`config.mk`:
```
export PLATFORM = sky130hd
export DESIGN_NAME = axis_write_seq
export DESIGN_NICKNAME = d
export VERILOG_FILES = /design/src/rtl/axis_write_seq.sv
export SDC_FILE = /design/constraint.sdc
export NUM_CORES = 1
export LEC_CHECK = 0
export CAP_MARGIN = 0
export CORE_UTILIZATION = 59
export DETAILED_ROUTE_END_ITERATION = 8
export GPL_TIMING_DRIVEN = 0
export PLACE_DENSITY = 0.8
export SYNTH_ARGS = -nofsm -noshare
export SYNTH_HDL_FRONTEND = slang
export SYNTH_SLANG_ARGS = --single-unit
```
`constraint.sdc`:
```
create_clock -name clk -period 8.4 [get_ports clk]
set_input_delay 2.1 -clock clk [delete_from_list [all_inputs] [get_ports clk]]
set_output_delay 2.1 -clock clk [all_outputs]
set_load 0.02 [all_outputs]
```
`src/rtl/axis_write_seq.sv`:
```
// Descriptor FIFO plus cfg-bus sequencer (ID, start address, length) for one axis_write.
// Define AXIS_WRITE_SEQ_STATS_EN to add the done_count and stray_beat outputs.
module axis_write_seq #(
    parameter int unsigned CFG_ID      = 1,
    parameter int unsigned CFG_ADDR    = 23,
    parameter int unsigned CFG_DATA    = 24,
    parameter int unsigned CFG_AWIDTH  = 5,
    parameter int unsigned CFG_DWIDTH  = 32,
    parameter int unsigned GAP_CYCLES  = 0,
    parameter int unsigned DESC_AWIDTH = 2
) (
    input  logic                  clk,
    input  logic                  rst,
    input  logic [CFG_DWIDTH-1:0] desc_addr,
    input  logic [CFG_DWIDTH-1:0] desc_len,
    input  logic                  desc_valid,
    output logic                  desc_ready,
    output logic [CFG_AWIDTH-1:0] cfg_addr,
    output logic [CFG_DWIDTH-1:0] cfg_data,
    output logic                  cfg_valid,
    input  logic                  mon_valid,
    input  logic                  mon_ready,
    output logic                  busy,
    output logic                  done
`ifdef AXIS_WRITE_SEQ_STATS_EN
    ,
    output logic [CFG_DWIDTH-1:0] done_count,
    output logic                  stray_beat
`endif
);
    localparam int unsigned DEPTH = 1 << DESC_AWIDTH;
    localparam logic [CFG_AWIDTH-1:0] ID_ADDR   = CFG_AWIDTH'(CFG_ADDR);
    localparam logic [CFG_AWIDTH-1:0] DATA_ADDR = CFG_AWIDTH'(CFG_DATA);
    localparam logic [CFG_DWIDTH-1:0] ID_WORD   = CFG_DWIDTH'(CFG_ID);
    localparam logic [31:0]           GAP_LAST  = 32'(GAP_CYCLES - 1);

    typedef enum logic [2:0] {StIdle, StId, StG1, StAddr, StG2, StLen, StRun} state_e;

    state_e                state_q, state_d;
    logic [DESC_AWIDTH:0]  wr_ptr_q, wr_ptr_d, rd_ptr_q, rd_ptr_d;
    logic [CFG_DWIDTH-1:0] mem_addr_q [DEPTH];
    logic [CFG_DWIDTH-1:0] mem_len_q  [DEPTH];
    logic [CFG_DWIDTH-1:0] addr_q, addr_d, len_q, len_d, rem_q, rem_d, rem_dec;
    logic [CFG_DWIDTH-1:0] rd_addr, rd_len;
    logic [31:0]           gap_q, gap_d;
    logic                  cfg_valid_q, cfg_valid_d;
    logic [CFG_AWIDTH-1:0] cfg_addr_q, cfg_addr_d;
    logic [CFG_DWIDTH-1:0] cfg_data_q, cfg_data_d;
    logic                  done_q, done_d;
    logic                  full, empty, push, pop, beat;

    assign empty      = (wr_ptr_q == rd_ptr_q);
    assign full       = (wr_ptr_q[DESC_AWIDTH] != rd_ptr_q[DESC_AWIDTH]) &&
                        (wr_ptr_q[DESC_AWIDTH-1:0] == rd_ptr_q[DESC_AWIDTH-1:0]);
    assign push       = desc_valid && !full;
    assign wr_ptr_d   = wr_ptr_q + {{DESC_AWIDTH{1'b0}}, push};
    assign rd_ptr_d   = rd_ptr_q + {{DESC_AWIDTH{1'b0}}, pop};
    assign rd_addr    = mem_addr_q[rd_ptr_q[DESC_AWIDTH-1:0]];
    assign rd_len     = mem_len_q[rd_ptr_q[DESC_AWIDTH-1:0]];

    assign desc_ready = !full;
    assign cfg_valid  = cfg_valid_q;
    assign cfg_addr   = cfg_addr_q;
    assign cfg_data   = cfg_data_q;
    assign done       = done_q;
    assign busy       = (state_q != StIdle) || !empty;

    always_comb begin
        beat        = mon_valid && mon_ready;
        rem_dec     = (beat && rem_q != '0) ? rem_q - CFG_DWIDTH'(1) : rem_q;
        state_d     = state_q;
        addr_d      = addr_q;
        len_d       = len_q;
        gap_d       = gap_q;
        rem_d       = (state_q == StIdle) ? rem_q : rem_dec;
        pop         = 1'b0;
        done_d      = 1'b0;
        cfg_valid_d = 1'b0;
        cfg_addr_d  = '0;
        cfg_data_d  = '0;
        unique case (state_q)
            StIdle: begin
                // No pop while done is high, so the next ID word trails completion by 2 cycles.
                if (!empty && !done_q) begin
                    pop    = 1'b1;
                    addr_d = rd_addr;
                    len_d  = rd_len;
                    rem_d  = rd_len;
                    if (rd_len == '0) begin
                        done_d = 1'b1;
                    end else begin
                        state_d     = StId;
                        cfg_valid_d = 1'b1;
                        cfg_addr_d  = ID_ADDR;
                        cfg_data_d  = ID_WORD;
                    end
                end
            end
            StId, StG1: begin
                if ((state_q == StId && GAP_CYCLES == 0) || (state_q == StG1 && gap_q == '0)) begin
                    state_d     = StAddr;
                    cfg_valid_d = 1'b1;
                    cfg_addr_d  = DATA_ADDR;
                    cfg_data_d  = addr_q;
                end else begin
                    state_d = StG1;
                    gap_d   = (state_q == StId) ? GAP_LAST : gap_q - 32'd1;
                end
            end
            StAddr, StG2: begin
                if ((state_q == StAddr && GAP_CYCLES == 0) || (state_q == StG2 && gap_q == '0)) begin
                    state_d     = StLen;
                    cfg_valid_d = 1'b1;
                    cfg_addr_d  = DATA_ADDR;
                    cfg_data_d  = len_q;
                end else begin
                    state_d = StG2;
                    gap_d   = (state_q == StAddr) ? GAP_LAST : gap_q - 32'd1;
                end
            end
            StLen: state_d = StRun;
            StRun: begin
                if (rem_dec == '0) begin
                    state_d = StIdle;
                    done_d  = 1'b1;
                end
            end
            default: state_d = StIdle;
        endcase
    end

    always_ff @(posedge clk) begin
        if (rst) begin
            state_q     <= StIdle;
            wr_ptr_q    <= '0;
            rd_ptr_q    <= '0;
            addr_q      <= '0;
            len_q       <= '0;
            rem_q       <= '0;
            gap_q       <= '0;
            cfg_valid_q <= 1'b0;
            cfg_addr_q  <= '0;
            cfg_data_q  <= '0;
            done_q      <= 1'b0;
        end else begin
            state_q     <= state_d;
            wr_ptr_q    <= wr_ptr_d;
            rd_ptr_q    <= rd_ptr_d;
            addr_q      <= addr_d;
            len_q       <= len_d;
            rem_q       <= rem_d;
            gap_q       <= gap_d;
            cfg_valid_q <= cfg_valid_d;
            cfg_addr_q  <= cfg_addr_d;
            cfg_data_q  <= cfg_data_d;
            done_q      <= done_d;
        end
    end

    always_ff @(posedge clk) begin
        if (push) begin
            mem_addr_q[wr_ptr_q[DESC_AWIDTH-1:0]] <= desc_addr;
            mem_len_q[wr_ptr_q[DESC_AWIDTH-1:0]]  <= desc_len;
        end
    end

`ifdef AXIS_WRITE_SEQ_STATS_EN
    logic [CFG_DWIDTH-1:0] done_count_q, done_count_d;
    logic                  stray_q, stray_d;

    always_comb begin
        done_count_d = done_d ? done_count_q + CFG_DWIDTH'(1) : done_count_q;
        stray_d      = stray_q ||
                       (beat && (state_q == StIdle || (state_q == StRun && rem_q == '0)));
    end

    always_ff @(posedge clk) begin
        if (rst) begin
            done_count_q <= '0;
            stray_q      <= 1'b0;
        end else begin
            done_count_q <= done_count_d;
            stray_q      <= stray_d;
        end
    end

    assign done_count = done_count_q;
    assign stray_beat = stray_q;
`endif
endmodule

```
==> results of run 1 <==
[area by class of cell]
class                      instances  area (um2)  area share, %
timing repair buffer             124        1310           6.50
inverter                          10        37.5          0.186
tap                              378         473           2.35
clock inverter                    23         308           1.53
sequential                       429       11200           55.3
clock buffer                      54        1170           5.80
buffer                            78         329           1.63
multi-input combinational        762        5380           26.7
[power groups by stage]
stage               registers, W  clock network (W)  logic (W)
global route             0.00286            0.00207    0.00279
global placement         0.00286                  0    0.00244
detailed placement       0.00286                  0    0.00248
CTS                      0.00282            0.00199    0.00251
finish                   0.00283            0.00198    0.00256
floorplan                0.00281                  0    0.00172
[stage by stage]
stage | TNS [ps] | utilization, % | instance area [um2] | hold WS [ps] | power, W
final | 0 | 72.1 | 20200 | 457 | 0.00738
after global routing | 0 | 72.1 | 20200 | 471 | 0.00772
after detailed placement | 0 | 66.9 | 18700 | 448 | 0.00534
after CTS | 0 | 72.1 | 20200 | 455 | 0.00732
after floorplan | 0 | - | 16900 | 436 | 0.00453
after global placement | -344850 | 66.0 | 18400 | 444 | 0.00529
[routing by layer]
layer	vias to the layer above	part of all wire [%]	wire, um	GRT usage (%)
met5	-	0	0	0
met4	0	3.6	1590	11.4
met3	112	8.5	3730	5.34
met2	677	48	21100	49.9
met1	5769	40	17500	42.7
li1	5173	-	-	-
[cells in the final DEF, fill, tap and decap left out, types with 6 or more instances in the layout]
master / count
edfxtp_1: 256
nand2_1: 177
dfxtp_1: 173
clkdlybuf4s50_1: 108
a21oi_1: 92
nor2_1: 90
mux4_2: 64
clkbuf_1: 55
clkbuf_16: 43
nor3_1: 38
o21ai_0: 32
a22o_1: 32
nor4_1: 28
xnor2_1: 24
or4_1: 20
nand3_1: 19
a31oi_1: 18
buf_2: 14
buf_6: 12
xor2_1: 11
buf_1: 10
or3_1: 10
inv_1: 9
nand4_1: 9
or2_2: 7
ha_1: 7
clkinv_1: 7
nor4b_1: 6
nor2b_1: 6
bufinv_16: 6
[critical path, cell delays in order (launching register included)]
cell and delay (ps):
dfxtp_1 300, clkbuf_1 210, nor3_1 420, clkbuf_1 440, buf_1 490, nand2_1 200, clkdlybuf4s50_1 580
[cell families (layout without fill, tap and decap cells)]
logic type,count (synthesis),count (layout)
flops,429,429
xor+xnor,35,35
buf+inv,88,289
fa+ha+maj,7,7
simple gates,436,436
compound gates,219,219
mux,65,65
[registers in the layout, summed over array words and instances (netlist names)]
signal,flops
addr_q,32
cfg_valid,1
rem_q,32
cfg_data,32
len_q,32
done,1
state_q,3
mem_len_q,128
wr_ptr_q,3
cfg_addr,2
gap_q,32
mem_addr_q,128
rd_ptr_q,3
[path summary, 6_finish.rpt]
kind | endpoint | from | depth (start not counted)
max reg2reg | cfg_data[0] | rd_ptr_q[0] | 8
min | addr_q[30] | addr_q[30] | 2
max | busy | state_q[2] | 6
min reg2reg | addr_q[30] | addr_q[30] | 2
==> flow_metrics.tcl, run 1 <==
set metrics [dict create \
    run_status "completed" \
    path_clk_slew_ps 60 \
    period_share_pct 63.0 \
    post_cts_resized 0 \
    pre_cts_ws_ps 3170 \
    async_reset_ff_share_pct 0 \
    synthMuxAreaShare_pct 8.61 \
    clock_power_share_pct 26.9 \
    num-nets-final 1523 \
    grt_max_degree 60 \
    drt_iter0_drc 1490 \
    cts_tree "yes" \
    cp_max_fo 10 \
    ys_top_cells_by_count "edfxtp_1, nand2_1, dfxtp_1" \
    num_rows 61 \
    diodes 0 \
    synthAdderAreaFrac_pct 0.519 \
    drt-pass1-iter-count 7 \
    fillers 1798 \
    clk_latency_ps 550 \
    hold_path_class "reg2reg" \
    yosys.area.top_type "edfxtp_1" \
    synth_compound_area_share_pct 8.35 \
    critPathKind "reg2out" \
    setup_viol 0 \
    cts_num_sinks 429 \
    syn_area_mm2 0.0169 \
    ant_nets 0 \
    postSynthNetCount 1355 \
    synth.most_common_cell "edfxtp_1" \
    finalWirelength_um 43900 \
    avgRoutedWirePerCell_um 23.6 \
    maxCapViolations 0 \
    startpoint_type "flip-flop" \
    synth_top_cell_area_share_pct 45.6 \
    antenna_found_initial 0 \
    seq_power_share_pct 38.4 \
    h-tree-depth 2 \
    ys_top_cells_by_area "edfxtp_1, dfxtp_1, mux4_2, nand2_1, a21oi_1" \
    ctsHoldBuffers 0 \
    slew_violations 0 \
    core_area_mm2 0.0279 \
    hold_viol 0 \
    r2r_slack_ps 4320 \
    dp.cells 1781 \
    grt_pass1_vias 11501 \
    portBuffers 108 \
    final_cells 1858 \
    vias 11731 \
    grtUsageTotal_pct 31.0 \
    finalClockSkew_ps 29.9 \
    routabilityCongestion 0.968 \
    postCtsSetupRepairBufs 0 \
    pin_count 110 \
    cp.arrival_ps 3200 \
    synthSimpleGateAreaFrac_pct 12.4 \
    rsz0062_at_grt "no" \
    ys_ff_latch 429 \
    p_sw_w 0.00270 \
    synth_xor_area_share_pct 1.82 \
    postSynthAreaPerCell_um2 13.2 \
    vias_per_cell 6.31 \
    synth_top_family_by_area "simple AND/OR/NAND/NOR gates" \
    die_area_mm2 0.0293 \
    place_hpwl_um 30300 \
    grt_pass1_wl_um 67100 \
    drive_above_1_share_pct 12.5 \
    overflow 0 \
    power-per-cell-area_mw_per_mm2 366 \
    post-route-min-period_ps 5300 \
    ys_seq_area_share_pct 66.1 \
    fmax_mhz 189 \
    worstPathRequired_ps 6300 \
    leakage_nw 6.77 \
    drc 0 \
    die_w_um 171 \
    synth-main-ff-cell "edfxtp_1" \
    die_h_um 171 \
    power.share.switching_pct 36.6 \
    worstMarginPinSlew_ps 900 \
    syn2layout_area_growth_pct 19.5 \
    start_util_pct 60.4 \
    synthCells 1279 \
    cts-root-buf "clkbuf_16" \
    synth_cell_types 67 \
    clockBufferDepth 3 \
    layout_setup_ws_ps 3100 \
    pwr-share-comb_pct 34.7 \
    numCtsBuffers 42 \
    synth_edf_count 256 \
    synth_warnings 0 \
    vdd_drop_max_mv 0.224 \
    cp-end-kind "output pin" \
    max_slew_margin_pct 40.0 \
    intPower_w 0.00468 \
]
Power figures use the tool's default switching activity.
==> inputs of run 2 (changes only) <==
clock period = 5.4 ns   (was 8.4 ns; I/O delays follow)
==> run 2 against run 1 <==
  * Sequential power up 55%
  * Design area down 0.47%
  * Largest power group unchanged
  * Clock power up 45%
  * Via count down 1.8%
  * Total power up 53%
  * Routed wire length down 2.2%
  * Largest cell class unchanged
  * Sequential cell count unchanged
==> flow_metrics.tcl, run 2 (synthesized netlist as in run 1, its figures left out) <==
set metrics [dict create \
    run_status "completed" \
    drt_iter0_drc 1197 \
    crit_top_cell "clkbuf_1" \
    period_share_pct 84.5 \
    layout_commonest_cell "edfxtp_1" \
    r2r_slack_ps 1290 \
    start_util_pct 60.4 \
    crit_slowest_cell "clkbuf_1" \
    path_clk_slew_ps 60 \
    portBuffers 108 \
    setup_viol 0 \
    holdWs_ps 463 \
    ant_nets 0 \
    diodes 0 \
    vdd_drop_max_mv 0.355 \
    avgRoutedWirePerCell_um 23.2 \
    core_area_mm2 0.0279 \
    num_rows 61 \
    leakage_nw 6.73 \
    cts-root-buf "clkbuf_16" \
    cp-end-kind "output pin" \
    h-tree-depth 2 \
    hold_viol 0 \
    vias 11519 \
    grtUsageTotal_pct 30.3 \
    timing.rr.start "rem_q[2]" \
    finalClockSkew_ps 11.0 \
    timing.rr.end "done" \
    whs_path_depth 2 \
    numCtsBuffers 42 \
    finalWirelength_um 42900 \
    slew_violations 0 \
    cp.arrival_ps 3210 \
    cts_tree "yes" \
    hp-start "addr_q[6]" \
    worstMarginPinSlew_ps 918 \
    postCtsSetupRepairBufs 0 \
    cts_num_sinks 429 \
    num-nets-final 1518 \
    worstPathRequired_ps 4050 \
    crit_path_max_incr_delay_ps 580 \
    cp_max_fo 10 \
    overflow 0 \
    crit_chain "clkbuf_1 > nor3_1 > clkbuf_1 > buf_1 > nand2_1 > clkdlybuf4s50_1" \
    routabilityCongestion 0.918 \
    rsz0062_at_grt "no" \
    clockBufferDepth 3 \
    min_to "addr_q[6]" \
    mostFrequentLayoutCells "edfxtp_1, nand2_1, dfxtp_1" \
    reg2reg_depth 11 \
    final_cells 1853 \
    fillers 1834 \
    die_h_um 171 \
    critical_path_buf_inv_count 4 \
    place_hpwl_um 30000 \
    vias_per_cell 6.22 \
    max_slew_margin_pct 38.8 \
    maxCapViolations 0 \
    grt_max_degree 53 \
    cp_top_family "buffers and inverters" \
    critPathKind "reg2out" \
    startpoint_type "flip-flop" \
    syn2layout_area_growth_pct 18.9 \
    crit_start "state_q[2]" \
    die_area_mm2 0.0293 \
    antenna_found_initial 1 \
    fmax_mhz 219 \
    clk_latency_ps 550 \
    post-route-min-period_ps 4560 \
    die_w_um 171 \
    ctsHoldBuffers 0 \
    hold_path_class "reg2reg" \
    drt-pass1-iter-count 5 \
    grt_pass1_vias 11454 \
    pin_count 110 \
    power-per-cell-area_mw_per_mm2 561 \
    dp.cells 1776 \
    grt_pass1_wl_um 65700 \
    post_cts_resized 0 \
    drc 0 \
    drive_above_1_share_pct 12.1 \
]
run 2: changes by cell type in the layout (fill, tap and decap cells not counted), sizes merged:
cell	change
clkbuf	+13
buf	-5
bufinv	-5
clkinv	-5
clkinvlp	-3
run 2: layout make-up:
type	instances	area [um2]	area share, %
Sequential cell	429	11200	55.6
Multi-Input combinational cell	762	5390	26.9
Timing Repair Buffer	119	1320	6.57
Clock buffer	67	1260	6.28
Tap cell	378	473	2.36
Buffer	78	329	1.64
Clock inverter	10	101	0.505
Inverter	10	37.5	0.187
run 2: stage by stage:
step | util (%) | worst slack (ps) | area (um2) | total power [W] | setup TNS, ps
2_1_floorplan | - | 649 | 16900 | 0.00704 | 0
3_3_place_gp | 66.0 | -1710 | 18400 | 0.00822 | -266320
3_5_place_dp | 66.9 | 840 | 18700 | 0.00832 | 0
4_1_cts | 71.8 | 963 | 20100 | 0.0112 | 0
5_1_grt | 71.8 | 775 | 20100 | 0.0118 | 0
6_report | 71.8 | 838 | 20100 | 0.0113 | 0
run 2: worst reg2reg max path, stage by stage (launching register included):
cell and delay [ps]:
dfxtp_1 310, buf_6 140, nor4_4 640, nand4_4 260, nor4_1 590, buf_2 340, buf_2 320, nor3_1 90
a211oi_1 310, nand4_1 260, or4_1 630, a21oi_1 150
run 2: per-layer routing:
layer  track usage, %  wire length, um
met1             41.0            17400
met3             6.08             3530
met4             11.6             1490
met2             48.6            20500
met5                0               13
run 2: how the worst max path moves through the flow:
| stage | to | slack, ps | depth (start not counted) |
|---|---|---|---|
| 3_5_place_dp | done | 840 | 9 |
| 5_1_grt | busy | 780 | 6 |
| 4_1_cts | busy | 960 | 6 |
| 3_3_place_gp | mem_addr_q[1][20] | -1710 | 5 |
| 6_report | busy | 840 | 6 |
| 2_1_floorplan | mem_addr_q[1][0] | 650 | 4 |
run 2: power by group:
group	internal, W	switching, W	leakage [nW]	total [W]
registers	0.00400	0.000404	3.76	0.00440
clock network	0.00166	0.00121	0.674	0.00287
logic	0.00145	0.00254	2.29	0.00399
